--- src/rtl/lockstep_cmp.sv ---
// lockstep_cmp: compares a reference bus (a_in) against a checked bus (b_in),
// channel by channel, after delaying the reference side by SKEW cycles.
// Mismatches are reported per channel, latched into a sticky error flag,
// counted (saturating at 255) and escalated to an alarm at ERR_MAX.
//
// Ports:
//   clk       sole clock, rising edge
//   rst       asynchronous active-high reset
//   en        compare enable; dropping it parks the FSM in IDLE
//   clr       synchronous clear of err, err_cnt, first_ch, alarm
//   a_in      reference side, channel k at [k*WIDTH +: WIDTH]
//   b_in      checked side, same packing
//   mismatch  registered per-channel result of the last valid compare
//   err       sticky error flag
//   err_cnt   saturating count of cycles with at least one mismatch
//   first_ch  lowest mismatching channel of the first error since clear
//   alarm     registered (err_cnt >= ERR_MAX)
module lockstep_cmp #(
    parameter int CH      = 2,
    parameter int WIDTH   = 1,
    parameter int SKEW    = 0,
    parameter int ERR_MAX = 15
) (
    input  logic                                  clk,
    input  logic                                  rst,
    input  logic                                  en,
    input  logic                                  clr,
    input  logic [CH*WIDTH-1:0]                   a_in,
    input  logic [CH*WIDTH-1:0]                   b_in,
    output logic [CH-1:0]                         mismatch,
    output logic                                  err,
    output logic [7:0]                            err_cnt,
    output logic [((CH > 1) ? $clog2(CH) : 1)-1:0] first_ch,
    output logic                                  alarm
);

    localparam int FW = (CH > 1) ? $clog2(CH) : 1;
    // Last warm-up count value; only meaningful when SKEW > 0.
    localparam logic [2:0] WARM_LAST = (SKEW > 0) ? 3'(SKEW - 1) : 3'd0;
    localparam logic [7:0] ERR_MAX_C = 8'(ERR_MAX);

    typedef enum logic [1:0] {
        IDLE   = 2'd0,
        WARMUP = 2'd1,
        CHECK  = 2'd2,
        FAULT  = 2'd3
    } state_t;

    state_t          state_r, state_nxt_s;
    logic [2:0]      warm_r, warm_nxt_s;
    logic [CH-1:0]   mm_r, mm_nxt_s, mm_s;
    logic            err_r, err_nxt_s;
    logic [7:0]      cnt_r, cnt_nxt_s, cnt_inc_s;
    logic [FW-1:0]   first_r, first_nxt_s, low_s;
    logic            alarm_r;
    logic            any_s, valid_s;
    logic [CH*WIDTH-1:0] a_dly_s;

    generate
        if (SKEW == 0) begin : g_nodly
            assign a_dly_s = a_in;
        end else begin : g_dly
            logic [CH*WIDTH-1:0] dly_r [SKEW];

            // Reference delay line; shifts every cycle, independent of en.
            always_ff @(posedge clk or posedge rst) begin
                if (rst) begin
                    for (int i = 0; i < SKEW; i++) dly_r[i] <= '0;
                end else begin
                    dly_r[0] <= a_in;
                    for (int i = 1; i < SKEW; i++) dly_r[i] <= dly_r[i-1];
                end
            end

            assign a_dly_s = dly_r[SKEW-1];
        end
    endgenerate

    // Per-channel compare and lowest-index priority encode of the result.
    always_comb begin
        mm_s  = '0;
        low_s = '0;
        for (int k = 0; k < CH; k++) begin
            mm_s[k] = (a_dly_s[k*WIDTH +: WIDTH] != b_in[k*WIDTH +: WIDTH]);
        end
        // Scan downward so the lowest mismatching index is the one kept.
        for (int k = CH - 1; k >= 0; k--) begin
            low_s = mm_s[k] ? FW'(k) : low_s;
        end
    end

    assign any_s     = |mm_s;
    assign valid_s   = en && ((state_r == CHECK) || (state_r == FAULT));
    assign cnt_inc_s = (cnt_r == 8'hFF) ? 8'hFF : (cnt_r + 8'd1);

    // FSM next-state and warm-up counter.
    always_comb begin
        state_nxt_s = state_r;
        warm_nxt_s  = warm_r;
        if (!en) begin
            state_nxt_s = IDLE;
            warm_nxt_s  = 3'd0;
        end else begin
            case (state_r)
                IDLE: begin
                    warm_nxt_s  = 3'd0;
                    state_nxt_s = (SKEW > 0) ? WARMUP : CHECK;
                end
                WARMUP: begin
                    warm_nxt_s  = warm_r + 3'd1;
                    state_nxt_s = (warm_r == WARM_LAST) ? CHECK : WARMUP;
                end
                CHECK: begin
                    state_nxt_s = any_s ? FAULT : CHECK;
                end
                FAULT: begin
                    // A fresh mismatch outranks clr.
                    if (any_s) begin
                        state_nxt_s = FAULT;
                    end else if (clr) begin
                        state_nxt_s = CHECK;
                    end else begin
                        state_nxt_s = FAULT;
                    end
                end
                default: begin
                    state_nxt_s = IDLE;
                    warm_nxt_s  = 3'd0;
                end
            endcase
        end
    end

    // Error bookkeeping: mismatch bits, sticky flag, counter, first channel.
    always_comb begin
        mm_nxt_s    = valid_s ? mm_s : '0;
        err_nxt_s   = err_r;
        cnt_nxt_s   = cnt_r;
        first_nxt_s = first_r;
        if (valid_s && any_s) begin
            err_nxt_s = 1'b1;
            if (clr) begin
                // Clear and new error together: restart the record from this error.
                cnt_nxt_s   = 8'd1;
                first_nxt_s = low_s;
            end else begin
                cnt_nxt_s   = cnt_inc_s;
                first_nxt_s = err_r ? first_r : low_s;
            end
        end else if (clr) begin
            err_nxt_s   = 1'b0;
            cnt_nxt_s   = 8'd0;
            first_nxt_s = '0;
        end else begin
            err_nxt_s   = err_r;
            cnt_nxt_s   = cnt_r;
            first_nxt_s = first_r;
        end
    end

    // State and output registers.
    always_ff @(posedge clk or posedge rst) begin
        if (rst) begin
            state_r <= IDLE;
            warm_r  <= 3'd0;
            mm_r    <= '0;
            err_r   <= 1'b0;
            cnt_r   <= 8'd0;
            first_r <= '0;
            alarm_r <= 1'b0;
        end else begin
            state_r <= state_nxt_s;
            warm_r  <= warm_nxt_s;
            mm_r    <= mm_nxt_s;
            err_r   <= err_nxt_s;
            cnt_r   <= cnt_nxt_s;
            first_r <= first_nxt_s;
            // Built from the next count so alarm rises with err_cnt itself.
            alarm_r <= (cnt_nxt_s >= ERR_MAX_C);
        end
    end

    assign mismatch = mm_r;
    assign err      = err_r;
    assign err_cnt  = cnt_r;
    assign first_ch = first_r;
    assign alarm    = alarm_r;

endmodule

--- config.mk ---
export PLATFORM = sky130hd
export DESIGN_NAME = lockstep_cmp
export DESIGN_NICKNAME = d
export VERILOG_FILES = /design/src/rtl/lockstep_cmp.sv
export SDC_FILE = /design/constraint.sdc
export NUM_CORES = 1
export LEC_CHECK = 0
export CAP_MARGIN = 20
export CORE_MARGIN = 5
export CORE_UTILIZATION = 40
export DETAILED_ROUTE_END_ITERATION = 8
export GPL_TIMING_DRIVEN = 0
export PLACE_DENSITY_LB_ADDON = 0.12
export SYNTH_ARGS = -nofsm -noshare
export SYNTH_HDL_FRONTEND = slang
export SYNTH_SLANG_ARGS = --single-unit
--- constraint.sdc ---
create_clock -name clk -period 1.7 [get_ports clk]
set_clock_uncertainty 0.15 [all_clocks]
set_input_delay 0.17 -clock clk [delete_from_list [all_inputs] [get_ports clk]]
set_output_delay 0.17 -clock clk [all_outputs]
set_load 0.01 [all_outputs]
==> results of run 1 <==
[area by class of cell]
| class | instances | share of cell area, % |
|---|---|---|
| multi-input combinational | 75 | 38.5 |
| sequential | 18 | 30.7 |
| timing repair buffer | 37 | 22.3 |
| tap | 30 | 2.53 |
| clock buffer | 4 | 2.45 |
| buffer | 3 | 1.94 |
| inverter | 6 | 1.52 |
[repair_timing]
| action | in CTS | in global routing |
|---|---|---|
| resized for setup | 10 | 8 |
| endpoints found under the setup margin | 1 | 5 |
| pin swaps | 7 | 9 |
| cloned | 0 | 0 |
| hold buffers | 0 | 0 |
| buffers inserted | 10 | 7 |
[cell usage in the layout (no fill, tap or decap), drive strengths merged, types with 2 or more instances in the layout]
master         Yosys  routed
buf                2      20
dfrtp             18      18
clkdlybuf4s50      0      17
nor2              11      11
nand3              8       8
nand2              8       8
nor3               8       8
inv                6       6
a21oi              6       6
nor2b              5       5
clkbuf             1       5
o21ai              4       4
ha                 3       3
a22oi              2       2
xnor2              2       2
o211ai             2       2
nand2b             2       2
dlymetal6s2s       0       2
and3               2       2
[synthesized netlist by cell type (all sizes together)]
library cell,number
a21o,1
o211ai,2
nand2b,2
ha,3
inv,6
nand2,8
a211oi,1
dfrtp,18
o21ai,4
a311oi,1
or2,1
nor2,11
a21oi,6
mux2,1
nand3,8
buf,2
clkbuf,1
a31oi,1
mux2i,1
nor2b,5
a21boi,1
and3,2
o2111ai,1
xnor2,2
nor3,8
o31ai,1
a221oi,1
a22oi,2
and2,1
[where the power goes]
part / internal [mW] / switching (mW) / total (mW)
combinational: 0.0897 / 0.0843 / 0.174
clock: 0.131 / 0.141 / 0.272
sequential: 0.445 / 0.0116 / 0.457
total: 0.666 / 0.237 / 0.903
[final timing paths]
kind	startpoint	end	slack, ns	cells past startpoint
setup / recovery	a_in[0]	alarm$_DFF_PP0_	-0.01	8
hold / removal	rst	state_r[0]$_DFF_PP0_	0.11	2
setup reg to reg	state_r[1]$_DFF_PP0_	alarm$_DFF_PP0_	-0.01	8
hold reg to reg	err$_DFFE_PP0P_	err$_DFFE_PP0P_	0.40	2
max in group asynchronous	rst	err_cnt[0]$_DFF_PP0_	0.82	2
min in group clk	clr	err_cnt[5]$_DFF_PP0_	0.38	2
[stage by stage]
| step | instance area, µm² | std cells |
|---|---|---|
| floorplan | 1010 | 102 |
| global placement | 1240 | 152 |
| detailed placement | 1240 | 152 |
| CTS | 1410 | 166 |
| global route | 1480 | 173 |
| finish | 1480 | 173 |
[logic make-up after synthesis]
kind of cell | count (synthesis) | share of synthesized area [%]
compound gates | 22 | 16.7
simple gates | 46 | 24.8
buf+inv | 9 | 4.26
flops | 18 | 45.1
xor+xnor | 2 | 3.26
fa+ha+maj | 3 | 3.76
mux | 2 | 2.13
[registers in the layout, indices dropped and copies added (netlist names)]
signal    cells
err_cnt       8
warm_r        3
mismatch      2
state_r       2
alarm         1
err           1
first_ch      1
[worst register-to-register path: cells and delay by family (launching register included)]
family,cells,cell delay [ns]
buffers and inverters,2,0.29
AOI/OAI and AO/OA,3,0.41
and+or+nand+nor,3,0.37
DFF,1,0.35
[routing by layer]
layer	track usage (%)	vias to the layer above
met2	23.1	22
li1	-	441
met1	17.3	470
met5	0	-
met4	5.70	0
met3	3.89	6
==> run_results.csv, run 1 <==
group,metric,value,unit
final_layout,antenna_cells,0,
placement,port_buffers,20,
pwr,power,903,µW
sta,whs,0.106,ns
yosys,synth_top_area_cell,"dfrtp_1",
drt,met2_length,1310,µm
final_layout,nFillCells,205,
pwr,powerDensity,610,nW/µm²
critical_path,critPathLaunchType,"primary input",
sta,slew_headroom,54.6,%
global_route,grt_pass1_vias,854,
yosys,syn_nets,113,
clocking,cts.sinks,18,
placement,pre_cts_slack,-0.383,ns
run_status,outcome,"complete, but fails checks",
final_layout,ff_latch_area,455,µm²
die,start_util,41.0,%
clocking,clk-insertion-delay-late,0.30,ns
die,rows,18,
yosys,avgSynthCellArea,9.79,µm²
clocking,h-tree-depth,1,
sta,setup_violations,1,
drt,wirelength,2510,µm
clocking,cts_buffer_depth,2,
die,die_x,60.0,µm
run,drv_cap,0,
critical_path,cp-end-kind,"register",
drt,wire_per_inst,14.5,µm
final_layout,fin_util,60.9,%
final_layout,syn_to_final_growth,48.4,%
drt,route.met3.wl,113,µm
yosys,ys_ff_latch,18,
die,core-area,2430,µm²
sta,finalHoldViolCount,0,
sta,fin_crit_sh,101,%
drt,vias,939,
placement,place_congestion,0.859,
critical_path,cpPeakStageDelay,0.44,ns
sta,tightest_slew,0.680,ns
final_layout,multi_input_area,571,µm²
drt,drtPass1Iterations,4,
sta,fmaxAchievable,585,MHz
drt,viasPerCell,5.43,
critical_path,crit_family,"compound AO/OA/AOI/OAI gates",
final_layout,drive_gt1_share,32.9,%
run_status,violations,"setup timing",
drt,drt_drc_violations_left,0,
yosys,synth_area_leaders,"dfrtp_1 45%, ha_1 3.8%, nor2_1 3.8%, nand3_1 3.5%, xnor2_2 3.3%",
yosys,synth.top_cell.area_share,45.1,%
yosys,yosysWarningCount,0,
global_route,track_usage,14.1,%
drt,wl_met1,1030,µm
worst_hold_path,hold_path_class,"in -> async",
placement,dp_hpwl,1580,µm
die,ios,21,
global_route,overflow,0,
critical_path,cp.required,1.77,ns
critical_path,crit_slowest_cell,"clkdlybuf4s50_1",
sta,finalCriticalPeriod,1.71,ns
drt,drt_iter0_drc,28,
pwr,p_leak,0.692,nW
global_route,grt_pass1_wl,3770,µm
yosys,ys_types,38,
sta,fin_tns_setup,-0.00968,ns
global_route,antenna_found_initial,0,
clocking,cts_tree,"done",
sta,drv_slew,0,
drt,ant_nets,0,
yosys,ys_seq_area_share,45.1,%
sta,setup_ws,-0.00968,ns
critical_path,cp_max_fo,6,
pwr,vdd_drop_max,0.618,mV
critical_path,crit_type,"in -> reg",
clocking,cts_buffers,3,
clocking,clkTransAtPathRegs,0.11,ns
yosys,syn_inst,102,
sta,rsz0062_at_grt,"true",
critical_path,crit_arrival,1.78,ns
final_layout,nNetsFinal,155,
critical_path,cp_num_buf_inv,2,
clocking,clockRootBuffer,"clkbuf_4",
global_route,grt_max_degree,19,
drt,top_layer,"met4",
die,die_area,3600,µm²
yosys,synth_area,998,µm²
critical_path,crit_chain,"clkdlybuf4s50_1 -> xnor2_2 -> buf_4 -> a21oi_4 -> a21oi_1 -> a311oi_2 -> nand3_1 -> o211ai_1",
die,die_y,60.0,µm
(Power assumes the default switching activity.)
==> run 2, diff against run 1 <==
--- a/config.mk
+++ b/config.mk
@@ -10,5 +10,4 @@
 export CORE_UTILIZATION = 40
 export DETAILED_ROUTE_END_ITERATION = 8
-export GPL_TIMING_DRIVEN = 0
 export PLACE_DENSITY_LB_ADDON = 0.12
 export SYNTH_ARGS = -nofsm -noshare
==> constraint.sdc (replaced) <==
create_clock -name clk -period 1.4 [get_ports clk]
set_clock_uncertainty 0.15 [all_clocks]
set_input_delay 0.21 -clock clk [delete_from_list [all_inputs] [get_ports clk]]
set_output_delay 0.21 -clock clk [all_outputs]
set_load 0.01 [all_outputs]
==> run 2 against run 1 <==
- the flow still finishes with violations (setup timing)
- global-route usage is 2.9 points higher
- worst setup slack worse by 0.28 ns
- non-clock buffer count is 22 higher
- sequential share of layout area is 3.4 points lower
- first-iteration DRC count is 21% higher
- count of clock-buffer cells in the layout stayed put
- flip-flop and latch count stayed put
- total power is 21% higher
- final area is 12% higher
- routed wire length is 9.6% higher
- critical path depth stayed put
- worst hold slack worse by 0.041 ns
==> run_results.csv, run 2 (synthesis gave the netlist of run 1 again) <==
group,metric,value,unit
run_status,outcome,"complete, but fails checks",
run_status,violations,"setup timing",
die,die_area,3600,µm²
pwr,vdd_drop_max,0.585,mV
sta,finalHoldViolCount,0,
pwr,clkPwrFrac,25.2,%
pwr,p_leak,0.818,nW
placement,port_buffers,20,
clocking,cts_buffers,3,
sta,finalCriticalPeriod,1.69,ns
sta,fin_crit_sh,120,%
critical_path,crit_chain,"buf_6 -> buf_4 -> nand3_2 -> o31ai_2 -> a21oi_1 -> a311oi_2 -> nand3_1 -> o211ai_1",
clocking,cts.sinks,18,
drt,wire_per_inst,14.1,µm
drt,ant_nets,0,
global_route,antenna_found_initial,0,
critical_path,crit_type,"reg -> reg",
pwr,power,1.09,mW
clocking,holdBufCountCts,0,
critical_path,crit_family,"compound AO/OA/AOI/OAI gates",
pwr,p_sw_share,27.5,%
global_route,track_usage,17.0,%
clocking,clk-insertion-delay-late,0.30,ns
placement,place_congestion,0.835,
critical_path,r2r_cells,8,
pwr,seq_power_share,51.1,%
critical_path,critPathLaunchType,"register",
final_layout,layout_commonest_cell,"buf_4",
sta,fmaxAchievable,593,MHz
sta,drv_slew,0,
die,start_util,41.0,%
die,ios,21,
global_route,grt_max_degree,19,
global_route,overflow,0,
clocking,clockRootBuffer,"clkbuf_4",
critical_path,endpoint,"alarm$_DFF_PP0_",
drt,viasPerCell,5.18,
drt,vias,1010,
pwr,comb_power_share,23.7,%
critical_path,cp.required,1.48,ns
die,die_y,60.0,µm
worst_hold_path,hold_path_class,"in -> async",
critical_path,r2r-start,"err_cnt[0]$_DFF_PP0_",
sta,setup_ws,-0.287,ns
sta,slew_headroom,82.7,%
placement,dp_hpwl,1910,µm
critical_path,cp.depth,8,
final_layout,mostFrequentLayoutCells,"38 x buf_4, 14 x dfrtp_1, 11 x dlygate4sd2_1, 9 x nor2_1, 7 x buf_6",
global_route,grt_pass1_vias,1030,
die,rows,18,
critical_path,cp-end-kind,"register",
run,drv_cap,0,
clocking,cts_buffer_depth,2,
final_layout,antenna_cells,0,
drt,drt_iter0_drc,34,
pwr,power.internal,790,µW
sta,rsz0062_at_grt,"true",
clocking,clkTransAtPathRegs,0.10,ns
sta,setup_violations,9,
final_layout,nNetsFinal,177,
critical_path,cp_max_fo,4,
final_layout,fin_util,68.4,%
critical_path,crit_arrival,1.76,ns
critical_path,worst-r2r-setup-slack,-0.29,ns
final_layout,largest_register_ffs,8,
final_layout,drive_gt1_share,50.9,%
global_route,grt_pass1_wl,4510,µm
critical_path,r2r_end,"alarm$_DFF_PP0_",
final_layout,syn_to_final_growth,66.7,%
pwr,powerDensity,655,nW/µm²
drt,wirelength,2750,µm
critical_path,cp_num_buf_inv,2,
critical_path,cpPeakStageDelay,0.41,ns
drt,drt_drc_violations_left,0,
critical_path,crit_start,"err_cnt[0]$_DFF_PP0_",
clocking,cts_tree,"done",
die,core-area,2430,µm²
sta,tightest_slew,0.258,ns
critical_path,crit_slowest_cell,"dfrtp_2",
drt,drtPass1Iterations,4,
die,die_x,60.0,µm
clocking,h-tree-depth,1,
pwr,p_switching,300,µW
run 2: cell types whose count changed in the layout (fill, tap and decap cells not counted), sizes merged:
cell           delta
buf              +28
clkdlybuf4s50    -15
dlygate4sd2      +11
dlymetal6s2s      -2
run 2: power groups by stage:
stage / combinational (mW) / clock, mW / sequential (mW)
2_1_floorplan: 0.0978 / 0 / 0.575
3_3_place_gp: 0.216 / 0 / 0.570
3_5_place_dp: 0.218 / 0 / 0.571
4_1_cts: 0.246 / 0.274 / 0.557
5_1_grt: 0.282 / 0.290 / 0.561
6_report: 0.258 / 0.275 / 0.557
run 2: final cells by class:
type	instances	area, µm²
Inverter	6	22.5
Tap cell	30	37.5
Multi-Input combinational cell	75	622
Clock buffer	4	26.3
Timing Repair Buffer	62	500
Fill cell	191	768
Sequential cell	18	455
run 2: what timing repair did:
item	4_1_cts	5_1_grt
pin swaps	7	7
endpoints found under the setup margin	22	14
buffers inserted	11	0
resized for setup	55	9
run 2: worst min-delay path by stage:
stage / startpoint / end / slack, ns / cells past startpoint
finish: rst / warm_r[2]$_DFFE_PP0P_ / 0.07 / 3
global route: rst / err_cnt[6]$_DFF_PP0_ / 0.11 / 3
CTS: rst / warm_r[0]$_DFFE_PP0P_ / 0.09 / 3
detailed placement: err$_DFFE_PP0P_ / err$_DFFE_PP0P_ / 0.38 / 2
global placement: err$_DFFE_PP0P_ / err$_DFFE_PP0P_ / 0.37 / 2
floorplan: rst / alarm$_DFF_PP0_ / -0.002 / 1
run 2: per-stage QoR:
step	std cells	hold WS, ns	cell area (µm²)	setup WS (ns)	setup TNS (ns)
detailed placement	181	0.383	1500	-0.673	-5.25
floorplan	102	-0.00164	1050	-0.193	-0.318
global placement	181	0.370	1500	-0.591	-4.67
CTS	195	0.0867	1630	-0.291	-1.18
finish	195	0.0654	1660	-0.287	-1.07
global route	195	0.111	1660	-0.352	-1.57
run 2: per-layer routing:
layer	vias to the layer above	routed length, µm	track usage, %	share of wire (%)
met5	-	0	0	0
met2	29	1410	29.0	51
met4	0	51	6.01	1.9
met1	485	1150	21.3	42
li1	487	-	-	-
met3	9	139	3.24	5.1
run 2: tightest hold or removal path: stages:
cell             delay [ns]
clkdlybuf4s50_1        0.40
inv_1                  0.05
buf_4                  0.24
==> run 3, diff against run 2 <==
--- a/config.mk
+++ b/config.mk
@@ -11,4 +11,5 @@
 export DETAILED_ROUTE_END_ITERATION = 8
 export PLACE_DENSITY_LB_ADDON = 0.12
+export SETUP_SLACK_MARGIN = 0.02
 export SYNTH_ARGS = -nofsm -noshare
 export SYNTH_HDL_FRONTEND = slang
--- a/constraint.sdc
+++ b/constraint.sdc
@@ -3,3 +3,3 @@
 set_input_delay 0.21 -clock clk [delete_from_list [all_inputs] [get_ports clk]]
 set_output_delay 0.21 -clock clk [all_outputs]
-set_load 0.01 [all_outputs]
+set_load 0.005 [all_outputs]
==> run 3 against run 2 <==
- the flow still finishes with violations (setup timing)
- count of clock-buffer cells in the layout unchanged
- utilization up 7.4 points
- die area unchanged
- combinational power up 7.8%
- worst setup slack worse by 0.079 ns
- final cell count up 6.7%
- critical endpoint unchanged
- largest power group unchanged
==> run_results.csv, run 3 (synthesis gave the netlist of run 1 again) <==
group,metric,value,unit
run_status,outcome,"complete, but fails checks",
run_status,violations,"setup timing",
drt,ant_nets,0,
placement,place_congestion,0.854,
sta,fmaxAchievable,566,MHz
clocking,cts_tree,"done",
placement,dp_hpwl,1930,µm
sta,slew_headroom,82.0,%
global_route,grt_max_degree,19,
critical_path,cp.required,1.48,ns
clocking,clkTransAtPathRegs,0.11,ns
critical_path,r2r_cells,7,
final_layout,nFillCells,160,
critical_path,r2r_end,"alarm$_DFF_PP0_",
global_route,grt_pass1_wl,4910,µm
clocking,holdBufCountCts,0,
final_layout,mostFrequentLayoutCells,"38 x buf_4, 21 x buf_6, 14 x dfrtp_1, 8 x nor2_1, 8 x dlygate4sd2_1",
global_route,track_usage,18.9,%
final_layout,syn_to_final_growth,84.6,%
final_layout,layout_commonest_cell,"buf_4",
clocking,clk-insertion-delay-late,0.31,ns
sta,finalCriticalPeriod,1.77,ns
drt,drt_iter0_drc,18,
sta,rsz0062_at_grt,"true",
final_layout,antenna_cells,0,
clocking,h-tree-depth,1,
pwr,vdd_drop_max,0.543,mV
die,die_y,60.0,µm
final_layout,fin_util,75.8,%
pwr,p_leak,0.905,nW
sta,drv_slew,0,
placement,pre_cts_slack,-0.673,ns
sta,setup_ws,-0.365,ns
critical_path,r2r-start,"err_cnt[1]$_DFF_PP0_",
clocking,cts_buffer_depth,2,
global_route,overflow,0,
final_layout,nNetsFinal,190,
die,die_x,60.0,µm
critical_path,worst-r2r-setup-slack,-0.37,ns
die,rows,18,
sta,fin_crit_sh,126,%
critical_path,cp-end-kind,"register",
global_route,grt_pass1_vias,1088,
drt,drtPass1Iterations,4,
global_route,antenna_found_initial,0,
drt,wirelength,3080,µm
final_layout,drive_gt1_share,57.9,%
final_layout,largest_register_ffs,8,
critical_path,crit_type,"reg -> reg",
die,start_util,41.0,%
drt,drt_drc_violations_left,0,
critical_path,crit_start,"err_cnt[1]$_DFF_PP0_",
critical_path,cp_max_fo,3,
placement,dpl_cell_area,1490,µm²
sta,setup_violations,11,
sta,finalHoldViolCount,0,
clocking,cts.sinks,18,
die,ios,21,
clocking,cts_buffers,3,
drt,vias,1032,
pwr,powerDensity,637,nW/µm²
die,die_area,3600,µm²
final_layout,final_area,1840,µm²
critical_path,critPathLaunchType,"register",
die,core-area,2430,µm²
critical_path,crit_arrival,1.85,ns
sta,tightest_slew,0.268,ns
worst_hold_path,hold_path_class,"in -> async",
run,drv_cap,0,
placement,port_buffers,20,
critical_path,endpoint,"alarm$_DFF_PP0_",
drt,viasPerCell,4.96,
clocking,clockRootBuffer,"clkbuf_4",
drt,wire_per_inst,14.8,µm
run 3: changes by cell type in the layout (fill, tap and decap cells not counted), sizes merged:
cell           before  now
buf                48   62
dlygate4sd2        11    8
clkdlybuf4s15       0    2
run 3: how the worst min path moves through the flow:
stage	end	depth (start not counted)	startpoint	slack (ns)
2_1_floorplan	alarm$_DFF_PP0_	1	rst	-0.002
3_3_place_gp	err$_DFFE_PP0P_	2	err$_DFFE_PP0P_	0.37
3_5_place_dp	err$_DFFE_PP0P_	2	err$_DFFE_PP0P_	0.39
4_1_cts	mismatch[0]$_DFF_PP0_	3	rst	0.09
5_1_grt	warm_r[0]$_DFFE_PP0P_	3	rst	0.07
6_report	alarm$_DFF_PP0_	3	rst	0.06
run 3: final cells by class:
| cell class | instances | area (µm²) | share of cell area [%] |
|---|---|---|---|
| inverter | 6 | 22.5 | 1.22 |
| sequential | 18 | 455 | 24.7 |
| multi-input combinational | 75 | 639 | 34.7 |
| clock buffer | 4 | 36.3 | 1.97 |
| tap | 30 | 37.5 | 2.04 |
| timing repair buffer | 75 | 652 | 35.4 |
run 3: critical path, cell delays in order, from the launching register on:
cell,delay [ns]
dfrtp_2,0.46
buf_4,0.15
buf_6,0.11
and3_4,0.16
buf_4,0.13
a311oi_2,0.30
nand3_1,0.13
o211ai_1,0.10
run 3: timing repair:
| item | 4_1_cts | 5_1_grt |
|---|---|---|
| setup endpoints to repair | 23 | 16 |
| pin swaps | 12 | 11 |
| gates resized for setup | 69 | 21 |
| cloned | 0 | 0 |
| setup buffers | 19 | 9 |
run 3: report_power, final:
group	switching [mW]	total [mW]	internal [mW]
sequential	0.0180	0.559	0.541
combinational	0.121	0.278	0.157
clock	0.178	0.337	0.159
run 3: layer usage:
metal,vias up,GRT usage (%),part of all wire (%),routed length (µm)
met4,0,8.54,1.9,57
met1,498,21.4,40,1240
met2,14,34.3,56,1710
li1,515,-,-,-
met5,-,0,0,0
met3,5,2.81,2.3,72
run 3: metrics by stage:
| stage | setup TNS [ns] | hold slack (ns) | cells | power (mW) |
|---|---|---|---|---|
| floorplan | -0.240 | -0.00164 | 102 | 0.667 |
| global placement | -4.70 | 0.368 | 180 | 0.778 |
| detailed placement | -5.35 | 0.392 | 180 | 0.785 |
| CTS | -1.40 | 0.0878 | 201 | 1.15 |
| global route | -3.05 | 0.0699 | 208 | 1.24 |
| finish | -2.23 | 0.0614 | 208 | 1.17 |
